==> src/rtl/main_memory_model_mem_req_fifo.sv <==
// In-order request queue: power-of-two depth, wrapping pointers, occupancy
// count one bit wider than the pointers so full and empty are distinct.
module mem_req_fifo #(
  parameter int W     = 8,
  parameter int DEPTH = 4
) (
  input  logic         clk,
  input  logic         reset,
  input  logic         push,
  input  logic [W-1:0] din,
  input  logic         pop,
  output logic [W-1:0] dout,
  output logic         full,
  output logic         empty
);
  localparam int PW = $clog2(DEPTH);

  logic [W-1:0]  slot_q [DEPTH];
  logic [PW-1:0] wr_ptr_q, wr_ptr_d;
  logic [PW-1:0] rd_ptr_q, rd_ptr_d;
  logic [PW:0]   count_q, count_d;

  always_comb begin
    wr_ptr_d = wr_ptr_q;
    rd_ptr_d = rd_ptr_q;
    if (push) wr_ptr_d = wr_ptr_q + PW'(1);
    if (pop)  rd_ptr_d = rd_ptr_q + PW'(1);
    count_d = count_q + (PW+1)'(push) - (PW+1)'(pop);
  end

  always_ff @(posedge clk or posedge reset) begin
    if (reset) begin
      wr_ptr_q <= '0;
      rd_ptr_q <= '0;
      count_q  <= '0;
    end else begin
      wr_ptr_q <= wr_ptr_d;
      rd_ptr_q <= rd_ptr_d;
      count_q  <= count_d;
    end
  end

  always_ff @(posedge clk) begin
    if (push) slot_q[wr_ptr_q] <= din;
  end

  assign full  = (count_q == (PW+1)'(DEPTH));
  assign empty = (count_q == '0);
  assign dout  = slot_q[rd_ptr_q];

endmodule

==> config.mk <==
export PLATFORM = sky130hd
export DESIGN_NAME = mem_req_fifo
export DESIGN_NICKNAME = d
export VERILOG_FILES = /design/src/rtl/main_memory_model_mem_req_fifo.sv
export SDC_FILE = /design/constraint.sdc
export NUM_CORES = 1
export LEC_CHECK = 0
export BUFFER_PORTS_ARGS = -buffer_cell sky130_fd_sc_hd__clkbuf_2
export CORE_ASPECT_RATIO = 1.2
export CORE_MARGIN = 2
export CORE_UTILIZATION = 45
export DETAILED_ROUTE_END_ITERATION = 8
export HOLD_SLACK_MARGIN = 0.05
export PLACE_DENSITY = 0.68
export SETUP_SLACK_MARGIN = 0.4
export SLEW_MARGIN = 15
export SYNTH_ARGS = -nofsm -noshare
export SYNTH_HDL_FRONTEND = slang
export SYNTH_SLANG_ARGS = --single-unit
==> constraint.sdc <==
create_clock -name clk -period 1.6 [get_ports clk]
set_clock_uncertainty 0.15 [all_clocks]
set_input_delay 0.16 -clock clk [delete_from_list [all_inputs] [get_ports clk]]
set_output_delay 0.16 -clock clk [all_outputs]
set_load 0.005 [all_outputs]
Yosys cells after proc, flatten, opt, wreduce, memory -nomap -nowiden --
Memory sizes are Yosys's and may differ from the RTL's. Index checks and enable logic that the tools add are counted.
Storage, ports and cells: bits in registers 7, RAM bits 32, bits of input ports 12, memories kept 1
Cells by class: add/sub/neg operators 4, equal/unequal tests 1, mux-type cells 2, reduce and logical (&&, ||, !) cells 1
Memories:
- slot_q | words 4, bits a word 8, read ports 1, clocked after Yosys merged registers in 0, wr ports 1, line 18 | logic [W-1:0] slot_q [DEPTH];
Operators by type and width (count):
- adder 2 x 1 -> 2 bit (second input constant) | 2
- adder 3 x 1 -> 3 bit | 1
- equality test 3 bit (second input constant) | 1
- zero test 3 bit | 1
- subtractor 3 x 1 -> 3 bit | 1
- 2-to-1 mux 1 bit | 2

Longest topological paths before layout --
depth after elaboration 2, depth in mapped cells 6

Worst setup path before layout --
OpenSTA, ideal clock, no wires.
kind register to register, start register count_q[0], end register count_q[2], setup time 123 ps, arrival time 1319 ps, data required time 1327 ps, path slack 9 ps, stages on the path, launching flop included 7, path buffers 0, period minus slack after synthesis 1591 ps, cell sequence dfrtp_1 -> inv_1 -> ha_1 -> inv_1 -> ha_1 -> fa_1 -> xnor2_1
Between the ends: longest elaborated chain between the ends 2
RTL lines:
- from (decl) | line 21 | logic [PW:0] count_q, count_d;
- from (signal assigned) | line 39 | count_q <= count_d;
- adder 3 x 1 -> 3 bit | line 28 | count_d = count_q + (PW+1)'(push) - (PW+1)'(pop);
- subtractor 3 x 1 -> 3 bit | line 28
- named net count_d[2] | line 21
The timed path passes the listed nets, and every way through them passes these cells. A chain may end at the register's enable or synchronous reset.

Worst setup path in the final report --
start register rd_ptr_q[0], end output dout[2]
Between the ends: longest elaborated chain between the ends 1
RTL lines:
- from (decl) | line 20 | logic [PW-1:0] rd_ptr_q, rd_ptr_d;
- from (signal assigned) | line 38 | rd_ptr_q <= rd_ptr_d;
- memory read (4 x 8 bit)
- to (decl) | line 12 | output logic [W-1:0] dout,
Every way passes these cells.

==> impl_metrics.csv <==
group,metric,value,unit
logic_synthesis,ys_async_sr_fraction,17.9,%
routing,vias_per_cell,5.00,
sta,slew_headroom,71.1,%
sta,hold_slack,0.0504,ns
logic_synthesis,synth_edf_count,32,
sta,hold_viol_final,0,
logic_synthesis,synth.mux.area_fraction,11.7,%
sta,maxSlewViolCount,0,
die,boundaryPins,22,
die,die-area,3920,sq um
place,place_area,1720,sq um
worst_setup_path,required,1.29,ns
routing,drcViolationCount,0,
clock_tree,clkSinkCount,39,
logic_synthesis,syn-cell-area,1550,sq um
sta,period_share,111,%
global_routing,grt_max_degree,12,
clock_tree,cts_tree,"done",
sta,fin_setup_tns,-1.33,ns
global_routing,grt_pass1_vias,838,
pwr,p_leak,0.788,nW
sta,tightest_slew,0.433,ns
logic_synthesis,ys_seq_area_share,73.5,%
clock_tree,cts_buffers,5,
clock_tree,path_clk_slew,0.07,ns
die,die_w,57.5,microns
sta,max_freq,562,MHz
final_layout,layout_commonest_cell,"edfxtp_1",
place,placed_cells,135,
die,start_util,46.7,%
logic_synthesis,syn_area_per_cell,20.1,sq um
routing,drt-pass1-iter-count,4,
routing,drt-total-wl,2780,microns
run_status,outcome,"complete, but fails checks",
worst_setup_path,path_class,"register to output pin",
final_layout,diodes,0,
run,drv_cap,0,
worst_setup_path,critical_path.max_fanout,3,
logic_synthesis,synthAdderAreaFrac,6.15,%
final_layout,drive_above_1_share,52.0,%
clock_tree,cts-root-buf,"clkbuf_8",
sta,rsz0062_at_grt,"yes",
logic_synthesis,ys_types,15,
logic_synthesis,ys_ff_latch,39,
worst_setup_path,crit_arrival,1.47,ns
place,pre_cts_slack,-0.0278,ns
pwr,power_density,1700,nW/um^2
global_routing,grt_usage,15.3,%
pwr,ir_drop,1.02,mV
final_layout,final_cell_mix,"edfxtp_1, clkbuf_2, dlygate4sd3_1, mux4_2, buf_4",
global_routing,grt_pass1_wl,4010,microns
die,rows,23,
sta,layout_setup_ws,-0.180,ns
logic_synthesis,syn_inst,77,
place,finalWeightedCongestion,0.643,
clock_tree,clock_path_buffers,2,
final_layout,nets,143,
final_layout,synthToLayoutAreaGrowth,34.6,%
pwr,p_total,3.55,mW
run_status,failed_checks,"setup timing",
clock_tree,ctsHtreeMaxLevel,2,
place,portBuffers,21,
min_path,hp-class,"primary input to register",
global_routing,overflow,0,
place,dp_hpwl,1710,microns
die,die_y,68.2,microns
logic_synthesis,synth_top_family_by_area,"multiplexers",
final_layout,finalNonFillerCells,162,
final_layout,fillCellCount,226,
logic_synthesis,synthXorXnorAreaFrac,2.83,%
global_routing,antenna_found_initial,0,
routing,drtAntennaViolNets,0,
sta,setup_viol,10,
die,core_area,3310,sq um
final_layout,final_cell_area,2080,sq um
routing,drt_iter0_markers,21,
logic_synthesis,ys_warn_count,0,
worst_setup_path,cp-end-kind,"output pin",
routing,wl_per_cell,17.1,microns
logic_synthesis,yosys.area_share.simple,2.83,%
logic_synthesis,syn_nets,96,
clock_tree,clk_latency,0.29,ns
sta,fin_crit,1.78,ns
logic_synthesis,synth_compound_area_share,0.324,%
logic_synthesis,ys.flop_type,"edfxtp_1",
final_layout,utilization,62.9,%
routing,vias,810,
worst_setup_path,start_kind,"register",
synth_stat cells, types with 2 or more instances:
master     n  area, sq um
and2_1     4         25.0
dfrtp_1    7          175
edfxtp_1  32          961
ha_1       6         75.1
inv_1      7         26.3
mux4_2     8          180
nand2_1    2         7.51
xnor2_1    2         17.5
xor2_1     3         26.3
final timing paths:
check,startpoint,cells past startpoint,slack [ns],endpoint
max,rd_ptr_q[0],3,-0.18,dout[2]
min,push,2,0.05,wr_ptr_q[1]
max reg2reg,count_q[0],5,-0.02,count_q[1]
min reg2reg,rd_ptr_q[0],2,0.50,rd_ptr_q[0]
max in group asynchronous,reset,3,0.90,wr_ptr_q[1]
min in group asynchronous,reset,3,0.17,count_q[0]
critical path, stage by stage, from the launching register on:
cell and delay (ns):
dfrtp_1 0.40, buf_4 0.15, mux4_2 0.50, clkbuf_2 0.13
layer usage:
metal | up-vias | share of wire (%) | track usage [%]
met4 | 0 | 1.8 | 8.72
met2 | 14 | 58 | 26.8
met3 | 4 | 2.7 | 5.67
met5 | - | 0 | 0
li1 | 383 | - | -
met1 | 409 | 38 | 15.8
flip-flops by register name, summed over array words and instances, names as in the netlist:
signal,count
slot_q,32
count_q,3
rd_ptr_q,2
wr_ptr_q,2
where the power goes:
part	total (mW)	leakage (nW)	switching (mW)	internal, mW
clock	0.624	0.0422	0.319	0.305
sequential	1.56	0.374	0.193	1.37
combinational	1.36	0.372	0.559	0.801
cells by family after synthesis:
| family | Yosys count |
|---|---|
| xor gates and xnor gates | 5 |
| muxes | 8 |
| buffers and inverters | 9 |
| DFF | 39 |
| and+or+nand+nor | 8 |
| AOI/OAI and AO/OA | 1 |
| adders and majority gates | 7 |
cell type report:
| class | count | area [sq um] | share of cell area, % |
|---|---|---|---|
| timing repair buffer | 42 | 317 | 15.2 |
| inverter | 7 | 33.8 | 1.62 |
| sequential | 39 | 1140 | 54.7 |
| clock buffer | 7 | 76.3 | 3.67 |
| clock inverter | 1 | 5.00 | 0.240 |
| multi-input combinational | 29 | 465 | 22.4 |
| tap | 37 | 46.3 | 2.22 |
what timing repair did:
item	4_1_cts	5_1_grt
hold buffers	11	0
buffers inserted	4	4
pin swaps	4	7
hold endpoints to repair	42	0
gates resized for setup	14	11
setup endpoints to repair	45	45
Note: power is estimated with default switching activity, not from simulation.
